[src/rtl/mau_pkg.sv]
// Shared definitions for the memory access unit: default bus widths and
// the access state encoding used by the top level.
package mau_pkg;

  localparam int MAU_ADDR_W = 13;
  localparam int MAU_DATA_W = 8;

  typedef enum logic [1:0] {
    IDLE = 2'd0,
    REQ  = 2'd1,
    DONE = 2'd2
  } mau_state_t;

endpackage

[src/rtl/wait_timer.sv]
// Saturating wait counter for the memory handshake. It is cleared while the
// unit is idle, counts every cycle a request is outstanding, and reports
// expiry once the count reaches TIMEOUT. It never wraps.
module wait_timer #(
  parameter int TIMEOUT = 15
) (
  input  logic clk,
  input  logic rst,
  input  logic clear_i,
  input  logic en_i,
  output logic expired_o
);

  localparam int TW = $clog2(TIMEOUT + 1);
  localparam logic [TW-1:0] LIMIT = TW'(TIMEOUT);

  logic [TW-1:0] count_q, count_d;

  // Next count: clear wins, otherwise increment until the limit and hold there.
  always_comb begin
    count_d = count_q;
    if (clear_i) begin
      count_d = '0;
    end else if (en_i && (count_q != LIMIT)) begin
      count_d = count_q + TW'(1);
    end
  end

  // Count register with asynchronous active-low reset.
  always_ff @(posedge clk or negedge rst) begin
    if (!rst) begin
      count_q <= '0;
    end else begin
      count_q <= count_d;
    end
  end

  assign expired_o = (count_q == LIMIT);

endmodule

[src/rtl/mem_access_unit.sv]
// Memory access unit between the multicycle datapath and a variable-latency
// external memory. Converts MEM_read/MEM_write strobes into a req/ack
// transaction, stalls the controller with cpu_busy, short-circuits repeated
// reads of the same address through a one-entry buffer, and aborts an access
// that waits longer than TIMEOUT cycles for an ack.
module mem_access_unit
  import mau_pkg::*;
#(
  parameter int ADDR_W  = MAU_ADDR_W,
  parameter int DATA_W  = MAU_DATA_W,
  parameter int TIMEOUT = 15
) (
  input  logic              clk,
  input  logic              rst,
  input  logic [ADDR_W-1:0] cpu_addr,
  input  logic [DATA_W-1:0] cpu_wdata,
  input  logic              cpu_read,
  input  logic              cpu_write,
  output logic [DATA_W-1:0] cpu_rdata,
  output logic              cpu_busy,
  output logic              cpu_done,
  output logic              cpu_err,
  output logic              mem_req,
  output logic              mem_we,
  output logic [ADDR_W-1:0] mem_addr,
  output logic [DATA_W-1:0] mem_wdata,
  input  logic [DATA_W-1:0] mem_rdata,
  input  logic              mem_ack
);

  mau_state_t        state_q, state_d;
  logic              err_q, err_d;
  logic [DATA_W-1:0] rdata_q, rdata_d;
  logic              valid_q, valid_d;
  logic [ADDR_W-1:0] buf_addr_q, buf_addr_d;
  logic [DATA_W-1:0] buf_data_q, buf_data_d;
  logic [ADDR_W-1:0] mem_addr_q, mem_addr_d;
  logic [DATA_W-1:0] mem_wdata_q, mem_wdata_d;
  logic              mem_we_q, mem_we_d;

  logic cpu_req;
  logic read_hit;
  logic expired;

  // A simultaneous read and write strobe is treated as a write, so only a
  // pure read may be served from the buffer.
  assign cpu_req  = cpu_read | cpu_write;
  assign read_hit = cpu_read && !cpu_write && valid_q && (buf_addr_q == cpu_addr);

  wait_timer #(
    .TIMEOUT (TIMEOUT)
  ) u_wait_timer (
    .clk       (clk),
    .rst       (rst),
    .clear_i   (state_q == IDLE),
    .en_i      (state_q == REQ),
    .expired_o (expired)
  );

  // Next-state and datapath updates for the IDLE -> REQ -> DONE access cycle.
  always_comb begin
    state_d     = state_q;
    err_d       = err_q;
    rdata_d     = rdata_q;
    valid_d     = valid_q;
    buf_addr_d  = buf_addr_q;
    buf_data_d  = buf_data_q;
    mem_addr_d  = mem_addr_q;
    mem_wdata_d = mem_wdata_q;
    mem_we_d    = mem_we_q;
    unique case (state_q)
      IDLE: begin
        err_d = 1'b0;
        if (cpu_req) begin
          if (read_hit) begin
            rdata_d = buf_data_q;
            state_d = DONE;
          end else begin
            mem_addr_d  = cpu_addr;
            mem_wdata_d = cpu_wdata;
            mem_we_d    = cpu_write;
            state_d     = REQ;
          end
        end
      end
      REQ: begin
        if (mem_ack) begin
          if (!mem_we_q) begin
            rdata_d    = mem_rdata;
            buf_addr_d = mem_addr_q;
            buf_data_d = mem_rdata;
            valid_d    = 1'b1;
          end else if (valid_q && (buf_addr_q == mem_addr_q)) begin
            buf_data_d = mem_wdata_q;
          end
          state_d = DONE;
        end else if (expired) begin
          err_d   = 1'b1;
          state_d = DONE;
        end
      end
      DONE: begin
        state_d = IDLE;
      end
      default: begin
        state_d = IDLE;
      end
    endcase
  end

  // State and data registers with asynchronous active-low reset.
  always_ff @(posedge clk or negedge rst) begin
    if (!rst) begin
      state_q     <= IDLE;
      err_q       <= 1'b0;
      rdata_q     <= '0;
      valid_q     <= 1'b0;
      buf_addr_q  <= '0;
      buf_data_q  <= '0;
      mem_addr_q  <= '0;
      mem_wdata_q <= '0;
      mem_we_q    <= 1'b0;
    end else begin
      state_q     <= state_d;
      err_q       <= err_d;
      rdata_q     <= rdata_d;
      valid_q     <= valid_d;
      buf_addr_q  <= buf_addr_d;
      buf_data_q  <= buf_data_d;
      mem_addr_q  <= mem_addr_d;
      mem_wdata_q <= mem_wdata_d;
      mem_we_q    <= mem_we_d;
    end
  end

  assign cpu_rdata = rdata_q;
  assign cpu_busy  = ((state_q == IDLE) && cpu_req) || (state_q == REQ);
  assign cpu_done  = (state_q == DONE);
  assign cpu_err   = (state_q == DONE) && err_q;
  assign mem_req   = (state_q == REQ);
  assign mem_we    = mem_we_q;
  assign mem_addr  = mem_addr_q;
  assign mem_wdata = mem_wdata_q;

endmodule

[config.mk]
export PLATFORM = sky130hd
export DESIGN_NAME = mem_access_unit
export DESIGN_NICKNAME = d
export VERILOG_FILES = /design/src/rtl/mau_pkg.sv /design/src/rtl/wait_timer.sv /design/src/rtl/mem_access_unit.sv
export SDC_FILE = /design/constraint.sdc
export NUM_CORES = 1
export LEC_CHECK = 0
export BUFFER_PORTS_ARGS = -buffer_cell sky130_fd_sc_hd__buf_2
export CORE_ASPECT_RATIO = 0.6
export CORE_MARGIN = 2
export CORE_UTILIZATION = 32
export DETAILED_ROUTE_END_ITERATION = 8
export PLACE_DENSITY = 0.63
export SYNTH_ARGS = -nofsm -noshare
export SYNTH_HDL_FRONTEND = slang
export SYNTH_HIERARCHICAL = 1
export SYNTH_SLANG_ARGS = --single-unit
[constraint.sdc]
create_clock -name clk -period 3.02 [get_ports clk]
set_input_delay 0.302 -clock clk [delete_from_list [all_inputs] [get_ports clk]]
set_output_delay 0.302 -clock clk [all_outputs]
set_load 0.01 [all_outputs]
# Yosys cells after proc, flatten, opt, wreduce, memory -nomap -nowiden
# Index checks and enable logic that the tools add are counted.
dict set report classes {
  n_reduce_logical 18
  eq_ne 14
  bitwise 3
  addsub 1
  muxes 17
}
# op count
set ops {}
lappend ops {{2-to-1 mux 8 bit} 6}
lappend ops {{equality test 13 bit} 2}
lappend ops {{case mux 8 bit (2 select lines)} 1}
lappend ops {{!= test 2 bit, second input constant} 6}
lappend ops {{AND reduction 3 bit} 4}
lappend ops {{2-to-1 mux 2 bit} 4}
lappend ops {{2-to-1 mux 4 bit} 2}
lappend ops {{logical AND 1 bit} 7}
lappend ops {{AND reduction 5 bit} 1}
lappend ops {{adder 4 x 1 -> 4 bit, second input constant} 1}
lappend ops {{equality test 4 bit, second input constant} 1}
lappend ops {{!= test 4 bit, second input constant} 1}
lappend ops {{case mux 2 bit (2 select lines)} 1}
lappend ops {{nonzero test 2 bit} 2}
lappend ops {{!= test 3 bit, second input constant} 1}
lappend ops {{equality test 2 x 1 -> 1 bit, second input constant} 1}
lappend ops {{equality test 2 bit, second input constant} 1}
lappend ops {{logical NOT 2 bit} 1}
lappend ops {{2-to-1 mux 1 bit} 2}
lappend ops {{!= test 2 x 1 -> 1 bit, second input constant} 1}
lappend ops {{NOT 1 bit} 2}
lappend ops {{case mux 1 bit (2 select lines)} 1}
lappend ops {{AND reduction 2 bit} 1}
lappend ops {{logical NOT 1 bit} 1}
lappend ops {{2 further kinds} 2}
dict set report totals {
  reg_bits 59
  in_bits 34
}

# Logic depth before layout (Yosys ltp)
# Gate-level depths: netlist of run 1.
dict set report depth {
  word_depth 7
  depth_mapped 6
  mapped_depth_nobuf 5
}

# Hierarchy
# Netlist of run 1, hierarchy kept.
# module seq_area_each_um2 area_per_inst_um2 cells_per_inst instances
set modules_own_cells {}
lappend modules_own_cells {mem_access_unit 1376.3 2700.1 196 1}
lappend modules_own_cells {wait_timer 100.1 229.0 20 1}

# Worst setup path before layout of run 1
# OpenSTA, ideal clock, no wires.
dict set report synth_timing {
  kind {register to register}
  from {register buf_addr_q[5]}
  to {register mem_addr_q[10], in the netlist mem_addr[10]}
  required_time_ns 2.895
  path_buffers 1
  period_less_slack_ns 2.032
  path_slack_ns 0.988
  stages_incl_launch_ff 7
  arrival_time_ns 1.907
  cell_sequence {dfrtp_1 > xor2_1 > nor4_2 > or4b_4 > nand2_4 > buf_12 > mux2_4}
}
dict set report synth_between {
  elab_chain_len 4
}
# element line_no
set synth_rtl {}
lappend synth_rtl {{from (decl)} mem_access_unit.sv:35} ;# logic [ADDR_W-1:0] buf_addr_q, buf_addr_d;
lappend synth_rtl {{from (signal assigned)} mem_access_unit.sv:128} ;# buf_addr_q <= buf_addr_d;
lappend synth_rtl {{equality test 13 bit} mem_access_unit.sv:48} ;# assign read_hit = cpu_read && !cpu_write && valid_q && (buf_addr_q == cpu_addr);
lappend synth_rtl {{logical AND 1 bit} mem_access_unit.sv:48}
lappend synth_rtl {{NOT 1 bit (no source line)} --}
lappend synth_rtl {{AND reduction 3 bit (no source line)} --}
lappend synth_rtl {{to (signal assigned)} mem_access_unit.sv:130} ;# mem_addr_q <= mem_addr_d;
lappend synth_rtl {{to (decl)} mem_access_unit.sv:37} ;# logic [ADDR_W-1:0] mem_addr_q, mem_addr_d;
# No other way between the ends.
# A chain may end at the register's enable or synchronous reset.

# Worst setup path after layout of run 1
dict set report layout_timing {
  from {register buf_addr_q[10]}
  to {register mem_addr_q[3], in the netlist mem_addr[3]}
}
# The elaborated chain is that of the path after synthesis.

==> metrics.md, run 1 <==
| Metric | Value |
|---|---|
| Number of iterations in the first detailed-routing pass | 4 |
| Count of warnings emitted by yosys | 6 |
| Final hold violation count | 0 |
| CTS hold repair buffers | 0 |
| Floorplan die area | approximately 10000 um2 |
| Routed WL | 6.544 mm |
| Final routed wire length divided by cell count | around 16 um |
| Share of final-layout standard cells stronger than drive strength 1 | 0.5068 |
| Leakage | approximately 1.7 nW |
| Maximum clock frequency | ~430 MHz |
| Half-perimeter wire length after detailed placement | ~4.6 mm |
| Initial DRC Count | 110 |
| FFs w/ async S/R, synth | 1.000 |
| Flip-flop cell with the highest count after synthesis | sky130_fd_sc_hd__dfrtp_1 |
| DP Area | 3383 um2 |
| Highest net fanout along the worst path | 22 |
| Pin count of the biggest net entering global routing | 60 |
| Inserted Clock Buffers | 9 |
| Top-area cell type share of the netlist area | 0.5041 |
| Filler-free cell count of the finished design | ~410 |
| Layout Area Growth over Synthesis | 25.16% |
| Arrival time at the worst endpoint | 2.53 ns |
| Class of the worst hold path | input pin to asynchronous set/reset pin |
| Reg clk slew, reported paths | approximately 0.05 ns |
| Count of instances resized after the clock tree is built | 0 |
| Period minus WS final | 2.321 ns |
| Worst setup slack after placement | about 0.63 ns |
| Vias in the first global route | 2040 |
| Finished Core Util | 0.4221 |
| Total setup buffers inserted after CTS | 0 |
| Category of the worst setup path capture point | flop |
| Crit path max-delay cell type | sky130_fd_sc_hd__or4b_4 |
| GRT Overall Usage | 0.1427 |
| Insertion delay of the later-clocked pin in the worst-skew pair | 0.33 ns |
| Nets | roughly 330 |
| Chain of cells forming the critical path | xnor2_1 -> nand4_1 -> or4b_4 -> nand2_4 -> mux2_2 |
| Routability cong. | between 0.7 and 0.8 |
| Period utilization | 0.7685 |
| Initial antenna violation count | 0 |
| Leading area contributor after synthesis | sky130_fd_sc_hd__dfrtp_1 |
| Starting density of the core | 0.3372 |
| Post-synthesis instance total | 216 |
| # rows | 26 |
| Quantity of I/O buffers inserted on ports | 67 |
| Run status | finished clean |
| Mapped Nets | around 250 |
| Setup TNS after final layout | 0 ns |
| Launching element type of the critical path | flop |
| Power density cells | about 1200 nW/um2 |
| Post-detailed-route count of antenna-violating nets | 0 |
| Clock root buffer | sky130_fd_sc_hd__clkbuf_16 |
| First-pass GRT wire length | about 11 mm |
| Count of state elements after synthesis | about 60 |
| Final hold slack | roughly 0.12 ns |
| Tightest Pin Transition | between 0.7 and 0.8 ns |
| GRT Residual Overflow | 0 |
| Placeable core region | 8686 um2 |
| Count of cell types in the netlist | 37 |
| Worst-case vdd ir drop | ~0.00045 V |
| Most frequent cells in the layout | 67 x sky130_fd_sc_hd__buf_2, 59 x sky130_fd_sc_hd__dfrtp_1, 31 x sky130_fd_sc_hd__mux2_2, 23 x sky130_fd_sc_hd__xnor2_1, 20 x sky130_fd_sc_hd__mux2_4 |
| Top post-synthesis cells by area | sky130_fd_sc_hd__dfrtp_1 50%, sky130_fd_sc_hd__mux2_2 12%, sky130_fd_sc_hd__mux2_4 10% |
| Mean instance size in the synthesized netlist | 13.56 um2 |
| Max-slew violation count | 0 |
| Crit path setup slack, layout | 0.6990 ns |
| Average via count per standard cell | roughly 4.8 |
| Total via count in the routed design | between 1500 and 2000 |
| Height of the die | 78.11 um |
| Max-cap violation count | 0 |
| Part of the Yosys area used for sequential elements | 0.5041 |
| Count of endpoints failing setup in the final report | 0 |
| Required time reported for the critical path endpoint | 3.23 ns |
| Category of the critical setup timing path | flop to flop |
| Dpl cells | between 300 and 400 |
| Synth Cell Area | between 2000 and 3000 um2 |
| Clock tree from TritonCTS | built |
| Slowest stage delay, CP | 0.62 ns |
| Tightest slew margin relative to the limit | 0.4999 |
| Total design power | between 4 and 5 mW |
| Post-synth EDFFs | 0 |
| Number of top-level pins | 68 |
| Sinks on Clock Net | 59 |
| Setup repair after global routing missed its margin | no |
| H-tree levels | 3 |
| X dimension of the die | 127.5 um |
| Most common library cell in the layout ignoring fill and taps | sky130_fd_sc_hd__buf_2 |
| Worst-case clock buffer depth | 2 |
| Remaining DRCs | 0 |
| Final Instance Area | between 3000 and 4000 um2 |
| Maximum clock skew at final layout | approximately 0.0038 ns |
==> power by group <==
group | internal (mW) | switching (mW)
sequential | 1.18 | 0.340
combinational | 1.01 | 0.772
clock | 0.613 | 0.330
==> synth_stat cells (2+ instances only) <==
cell type,number
sky130_fd_sc_hd__mux2_4,20
sky130_fd_sc_hd__buf_2,3
sky130_fd_sc_hd__or2_2,3
sky130_fd_sc_hd__and2_1,2
sky130_fd_sc_hd__mux2i_1,9
sky130_fd_sc_hd__nor4_2,2
sky130_fd_sc_hd__mux2_2,31
sky130_fd_sc_hd__a21oi_1,11
sky130_fd_sc_hd__nor2_1,5
sky130_fd_sc_hd__dfrtp_1,59
sky130_fd_sc_hd__nor2b_1,3
sky130_fd_sc_hd__xor2_1,3
sky130_fd_sc_hd__clkbuf_1,2
sky130_fd_sc_hd__nand4_1,7
sky130_fd_sc_hd__nand2b_1,2
sky130_fd_sc_hd__buf_12,2
sky130_fd_sc_hd__nor3_1,10
sky130_fd_sc_hd__xnor2_1,23
==> routing by layer <==
metal / vias to the layer above / part of all wire / global-route usage
met5: - / 0 / 0
met1: 959 / 0.51 / 0.2034
met4: 0 / 0.014 / 0.04615
met2: 51 / 0.40 / 0.1904
met3: 9 / 0.072 / 0.06408
li1: 928 / - / -
==> worst max-delay path: cells and delay by family (launching register included) <==
kind	cells	cell delay, ns
mux	1	0.38
xor+xnor	1	0.19
simple gates	3	1.22
flops	1	0.40
==> area by class of cell <==
type | instances | area (um2)
inverter | 1 | 3.754
sequential | 59 | 1476
tap | 112 | 140.1
clock buffer | 13 | 270.3
fill | 828 | 5020
multi-input combinational | 148 | 1383
timing repair buffer | 73 | 380.4
clock inverter | 2 | 10.01
antenna | 1 | 2.502
==> path summary, 6_finish.rpt <==
check                      cells past startpoint      startpoint            end  slack [ns]
setup / recovery                               5  buf_addr_q[10]    mem_addr[3]        0.70
hold / removal                                 2             rst   cpu_rdata[0]        0.12
max in group asynchronous                      2             rst  buf_addr_q[4]        2.40
hold reg to reg                                1    cpu_rdata[2]   cpu_rdata[2]        0.50
min in group clk                               2    cpu_wdata[0]   mem_wdata[0]        0.20
setup reg to reg                               5  buf_addr_q[10]    mem_addr[3]        0.70
==> logic make-up (layout without fill, tap and decap cells) <==
family          Yosys count  in the layout  synth area share
compound gates           17             17           0.03759
xor+xnor                 26             26           0.07775
mux                      60             60            0.2525
fa+ha+maj                 1              1          0.004271
simple gates             44             44           0.09995
flops                    59             59            0.5041
buf+inv                   9             89           0.02392
other cells               0              1                 0
==> flip-flops by register name (all words and copies together), names as in the netlist <==
register,count
u_wait_timer/count_q,4
buf_data_q,8
mem_addr,13
state_q,2
buf_addr_q,13
err_q,1
mem_wdata,8
cpu_rdata,8
mem_we,1
valid_q,1
(Power assumes the default switching activity.)
==> run 2: changes to the inputs <==
--- a/config.mk
+++ b/config.mk
@@ -10,7 +10,7 @@
 export CORE_MARGIN = 2
 export CORE_UTILIZATION = 32
 export DETAILED_ROUTE_END_ITERATION = 8
-export PLACE_DENSITY = 0.63
+export PLACE_DENSITY = 0.65
 export SYNTH_ARGS = -nofsm -noshare
 export SYNTH_HDL_FRONTEND = slang
 export SYNTH_HIERARCHICAL = 1
==> constraint.sdc (replaced) <==
create_clock -name clk -period 1.9 [get_ports clk]
set_input_delay 0.19 -clock clk [delete_from_list [all_inputs] [get_ports clk]]
set_output_delay 0.19 -clock clk [all_outputs]
set_load 0.01 [all_outputs]
==> metrics.md, run 2 (synthesis results as in run 1) <==
| Metric | Value |
|---|---|
| Starting density of the core | 0.3372 |
| Class of the worst hold path | input pin to flop |
| Worst setup slack after placement | -0.3398 ns |
| Most frequent cells in the layout | 67 x sky130_fd_sc_hd__buf_2, 59 x sky130_fd_sc_hd__dfrtp_1, 36 x sky130_fd_sc_hd__buf_4, 30 x sky130_fd_sc_hd__mux2_2, 23 x sky130_fd_sc_hd__xnor2_1 |
| Filler-free cell count of the finished design | approximately 450 |
| Vias in the first global route | between 2000 and 2500 |
| Total via count in the routed design | 2100 |
| Worst-case vdd ir drop | about 0.00065 V |
| Routability cong. | about 0.78 |
| Initial DRC Count | between 100 and 150 |
| H-tree levels | 3 |
| Run status | finished with violations |
| First-pass GRT wire length | ~12 mm |
| Initial antenna violation count | 0 |
| GRT Residual Overflow | 0 |
| Clock root buffer | sky130_fd_sc_hd__clkbuf_16 |
| Floorplan die area | around 10000 um2 |
| Launching element type of the critical path | flop |
| Category of the worst setup path capture point | flop |
| Placeable core region | a little under 9000 um2 |
| Routed WL | about 7.2 mm |
| Half-perimeter wire length after detailed placement | just over 5 mm |
| Finished Core Util | 0.4617 |
| Reg clk slew, reported paths | approximately 0.05 ns |
| Pin count of the biggest net entering global routing | 25 |
| Max-slew violation count | 0 |
| Chain of cells forming the critical path | xor2_1 -> nor4_2 -> buf_4 -> or4b_4 -> nand2_8 -> buf_12 -> mux2_4 |
| Failing checks | setup timing |
| Nets | around 360 |
| Final hold slack | 0.09133 ns |
| Clock tree from TritonCTS | built |
| Most common library cell in the layout ignoring fill and taps | sky130_fd_sc_hd__buf_2 |
| Post-detailed-route count of antenna-violating nets | 0 |
| Layout Area Growth over Synthesis | 36.91% |
| Period minus WS final | about 2.1 ns |
| Number of top-level pins | 68 |
| Number of iterations in the first detailed-routing pass | 4 |
| Height of the die | just under 80 um |
| Average via count per standard cell | around 4.7 |
| Crit path setup slack, layout | -0.2419 ns |
| DP Area | 3626 um2 |
| Antenna diode count | 0 |
| Crit path max-delay cell type | sky130_fd_sc_hd__or4b_4 |
| Worst-case clock buffer depth | 2 |
| GRT Overall Usage | 0.1544 |
| Maximum clock skew at final layout | approximately 0.0048 ns |
| Total design power | roughly 7.3 mW |
| Count of endpoints failing setup in the final report | 23 |
| Highest net fanout along the worst path | 6 |
| Required time reported for the critical path endpoint | ~2.1 ns |
| Quantity of I/O buffers inserted on ports | 67 |
| Sinks on Clock Net | 59 |
| Leakage | around 1.9 nW |
| Dpl cells | 422 |
| Final Instance Area | approximately 4000 um2 |
| Arrival time at the worst endpoint | roughly 2.4 ns |
| Category of the critical setup timing path | flop to flop |
| Tightest slew margin relative to the limit | 0.6483 |
| Maximum clock frequency | around 470 MHz |
| Tightest Pin Transition | 0.5275 ns |
| Final routed wire length divided by cell count | 16.08 um |
| Period utilization | 1.127 |
| # rows | 26 |
| Setup TNS after final layout | -4.711 ns |
| X dimension of the die | approximately 130 um |
| Setup repair after global routing missed its margin | yes |
| Max-cap violation count | 0 |
| Slowest stage delay, CP | 0.52 ns |
| Remaining DRCs | 0 |
| Final hold violation count | 0 |
| Share of final-layout standard cells stronger than drive strength 1 | 0.5599 |
| Power density cells | approximately 1800 nW/um2 |
| Inserted Clock Buffers | 9 |
| Insertion delay of the later-clocked pin in the worst-skew pair | approximately 0.33 ns |
## run 2: final cells by class
cell class | count | area, um2
multi-input cells | 149 | 1426
flip-flops and latches | 59 | 1476
clock buffers | 14 | 264.0
clock inverters | 2 | 10.01
fillers | 787 | 4676
inverters | 1 | 3.754
repair buffers | 109 | 689.4
well taps | 112 | 140.1
## run 2: worst paths after layout
check	startpoint	to	slack (ns)	depth (start not counted)
worst max-delay path	buf_addr_q[5]	mem_wdata[2]	-0.24	7
worst min register to register	cpu_rdata[3]	cpu_rdata[3]	0.50	1
min in group asynchronous	rst	cpu_rdata[1]	0.38	2
worst max register to register	buf_addr_q[5]	mem_wdata[2]	-0.24	7
worst min-delay path	cpu_wdata[7]	mem_wdata[7]	0.09	2
max in group asynchronous	rst	buf_addr_q[12]	0.85	3
## run 2: power by group
group          leakage [nW]  switching [mW]  internal [mW]
sequential            0.699           0.510           1.87
combinational          1.04            1.43           2.04
clock                 0.137           0.528          0.948
## run 2: routing by layer
metal | track usage | up-vias | wire length, um
li1 | - | 1004 | -
met1 | 0.2268 | 1027 | 3839
met2 | 0.2134 | 57 | 2848
met3 | 0.04840 | 12 | 355
met4 | 0.05165 | 0 | 129
met5 | 0 | - | 0
## run 2: worst max-delay path, delay by kind of cell (launching register included)
family,cells,cell delay [ns]
buffers and inverters,2,0.29
DFF,1,0.39
xor gates and xnor gates,1,0.15
and+or+nand+nor,3,0.88
muxes,1,0.29
## run 2: repair_timing
| item | CTS | global route |
|---|---|---|
| buffers inserted | 3 | 3 |
| endpoints found under the setup margin | 31 | 41 |
| hold buffers | 1 | 0 |
| pin swaps | 2 | 4 |
| resized for setup | 5 | 4 |
| gates cloned | 1 | 0 |
| hold endpoints to repair | 22 | 0 |
==> run 3: changes to the inputs <==
--- a/config.mk
+++ b/config.mk
@@ -11,6 +11,7 @@
 export CORE_UTILIZATION = 32
 export DETAILED_ROUTE_END_ITERATION = 8
 export PLACE_DENSITY = 0.65
+export RECOVER_POWER = 25
 export SYNTH_ARGS = -nofsm -noshare
 export SYNTH_HDL_FRONTEND = slang
 export SYNTH_HIERARCHICAL = 1
==> metrics.md, run 3 (synthesis results as in run 1) <==
| Metric | Value |
|---|---|
| # rows | 26 |
| Insertion delay of the later-clocked pin in the worst-skew pair | ~0.33 ns |
| Remaining DRCs | 0 |
| Power density cells | 1827 nW/um2 |
| Worst-case vdd ir drop | ~0.00064 V |
| Final routed wire length divided by cell count | approximately 16 um |
| Reg clk slew, reported paths | approximately 0.050 ns |
| First-pass GRT wire length | 11.65 mm |
| Crit path setup slack, layout | -0.2421 ns |
| Depth of the worst register-to-register path | 7 |
| Share of final-layout standard cells stronger than drive strength 1 | 0.5269 |
| Worst setup slack after placement | -0.3398 ns |
| Final-layout fill cell count | 794 |
| GRT Overall Usage | 0.1544 |
| Critical hold path startpoint | cpu_wdata[7] |
| Clock root buffer | sky130_fd_sc_hd__clkbuf_16 |
| Total via count in the routed design | approximately 2100 |
| Starting density of the core | 0.3372 |
| DP Area | 3626 um2 |
| Pin count of the biggest net entering global routing | 25 |
| Placeable core region | 8686 um2 |
| Worst flop-to-flop path endpoint | mem_wdata[2] |
| Initial DRC Count | 110 |
| H-tree levels | 3 |
| Sinks on Clock Net | just under 60 |
| Required time reported for the critical path endpoint | around 2.1 ns |
| Category of the critical setup timing path | flop to flop |
| Number of iterations in the first detailed-routing pass | 4 |
| Highest net fanout along the worst path | 6 |
| Worst-case clock buffer depth | 2 |
| Nets | roughly 360 |
| Height of the die | 78.11 um |
| Hold Crit Endpoint | mem_wdata[7] |
| Most frequent cells in the layout | 59 x sky130_fd_sc_hd__dfrtp_1, 56 x sky130_fd_sc_hd__buf_2, 36 x sky130_fd_sc_hd__buf_4, 30 x sky130_fd_sc_hd__mux2_2, 23 x sky130_fd_sc_hd__xnor2_1 |
| Most common library cell in the layout ignoring fill and taps | sky130_fd_sc_hd__dfrtp_1 |
| Worst Setup SP | buf_addr_q[5] |
| Min-Delay Path Depth | 2 |
| Leakage | 1.840 nW |
| Final hold violation count | 0 |
| Failing checks | setup timing |
| Number of top-level pins | 68 |
| Antenna diode count | 0 |
| Category of the worst setup path capture point | flop |
| Tightest Pin Transition | approximately 1.3 ns |
| Average via count per standard cell | about 4.7 |
| Clock tree from TritonCTS | built |
| Period utilization | 1.127 |
| Routability cong. | between 0.7 and 0.8 |
| X dimension of the die | 127.5 um |
| Worst reg-to-reg setup slack | -0.24 ns |
| Floorplan die area | around 10000 um2 |
| Vias in the first global route | roughly 2200 |
| Class of the worst hold path | input pin to flop |
| Layout Area Growth over Synthesis | 36.44% |
| Run status | finished with violations |
| Tightest slew margin relative to the limit | 0.1549 |
| Post-detailed-route count of antenna-violating nets | 0 |
| Final Instance Area | 3996 um2 |
| Maximum clock skew at final layout | around 0.005 ns |
| Quantity of I/O buffers inserted on ports | between 60 and 70 |
| Period minus WS final | 2.142 ns |
| Count of endpoints failing setup in the final report | 23 |
| Half-perimeter wire length after detailed placement | just over 5 mm |
| Max-cap violation count | 0 |
| Setup TNS after final layout | -4.710 ns |
| Worst R2R Start | buf_addr_q[5] |
| Launching element type of the critical path | flop |
| Max-slew violation count | 0 |
| Routed WL | 7.177 mm |
| GRT Residual Overflow | 0 |
| Setup repair after global routing missed its margin | yes |
| Arrival time at the worst endpoint | 2.35 ns |
| Inserted Clock Buffers | 9 |
| Maximum clock frequency | ~470 MHz |
| Initial antenna violation count | 0 |
-- run 3: changes by cell type in the layout (fill, tap and decap cells not counted), sizes merged --
cell / delta
buf: -11
clkbuf: +11
-- run 3: worst max path at each step --
stage | slack (ns) | cells past startpoint | end
after global placement | -0.35 | 6 | mem_wdata[2]
after detailed placement | -0.34 | 6 | mem_addr[5]
after CTS | -0.26 | 7 | mem_wdata[0]
after floorplan | -0.13 | 6 | mem_addr[10]
final | -0.24 | 7 | mem_wdata[2]
after global routing | -0.33 | 7 | mem_wdata[3]
-- run 3: area by class of cell --
type                       count  area (um2)  share of cell area
timing repair buffer         109       675.6              0.1691
clock buffer                  14       264.0             0.06606
multi-input combinational    149        1426              0.3569
sequential                    59        1476              0.3694
inverter                       1       3.754           0.0009393
tap                          112       140.1             0.03507
clock inverter                 2       10.01            0.002505
-- run 3: per-stage QoR --
step	total power, mW	util	cells	hold WS (ns)
floorplan	4.447	-	216	-0.1056
global placement	5.603	0.4175	422	0.1969
detailed placement	5.674	0.4175	422	0.2025
CTS	7.317	0.4569	443	0.08134
global route	7.773	0.4601	446	0.09231
finish	7.300	0.4601	446	0.09106
-- run 3: what timing repair did --
action	4_1_cts	5_1_grt
endpoints found under the setup margin	31	41
gates cloned	1	0
gates resized for setup	5	4
pin swaps	2	4
endpoints found under the hold margin	22	0
hold buffers	1	0
buffers inserted	3	3
-- run 3: critical path, cell delays in order, from the launching register on --
cell	delay (ns)
sky130_fd_sc_hd__dfrtp_1	0.39
sky130_fd_sc_hd__xor2_1	0.15
sky130_fd_sc_hd__nor4_2	0.23
sky130_fd_sc_hd__buf_4	0.16
sky130_fd_sc_hd__or4b_4	0.52
sky130_fd_sc_hd__nand2_8	0.13
sky130_fd_sc_hd__buf_12	0.13
sky130_fd_sc_hd__mux2_4	0.29
-- run 3: report_power, final --
part	internal, mW	total (mW)	leakage (nW)	switching [mW]
logic	2.01	3.44	1.01	1.43
registers	1.87	2.38	0.699	0.514
clock network	0.948	1.48	0.137	0.528
-- run 3: per-layer routing --
layer	track usage	vias to the layer above	share of wire
li1	-	1005	-
met1	0.2268	1028	0.54
met2	0.2134	57	0.40
met3	0.04840	12	0.049
met4	0.05165	0	0.018
met5	0	-	0
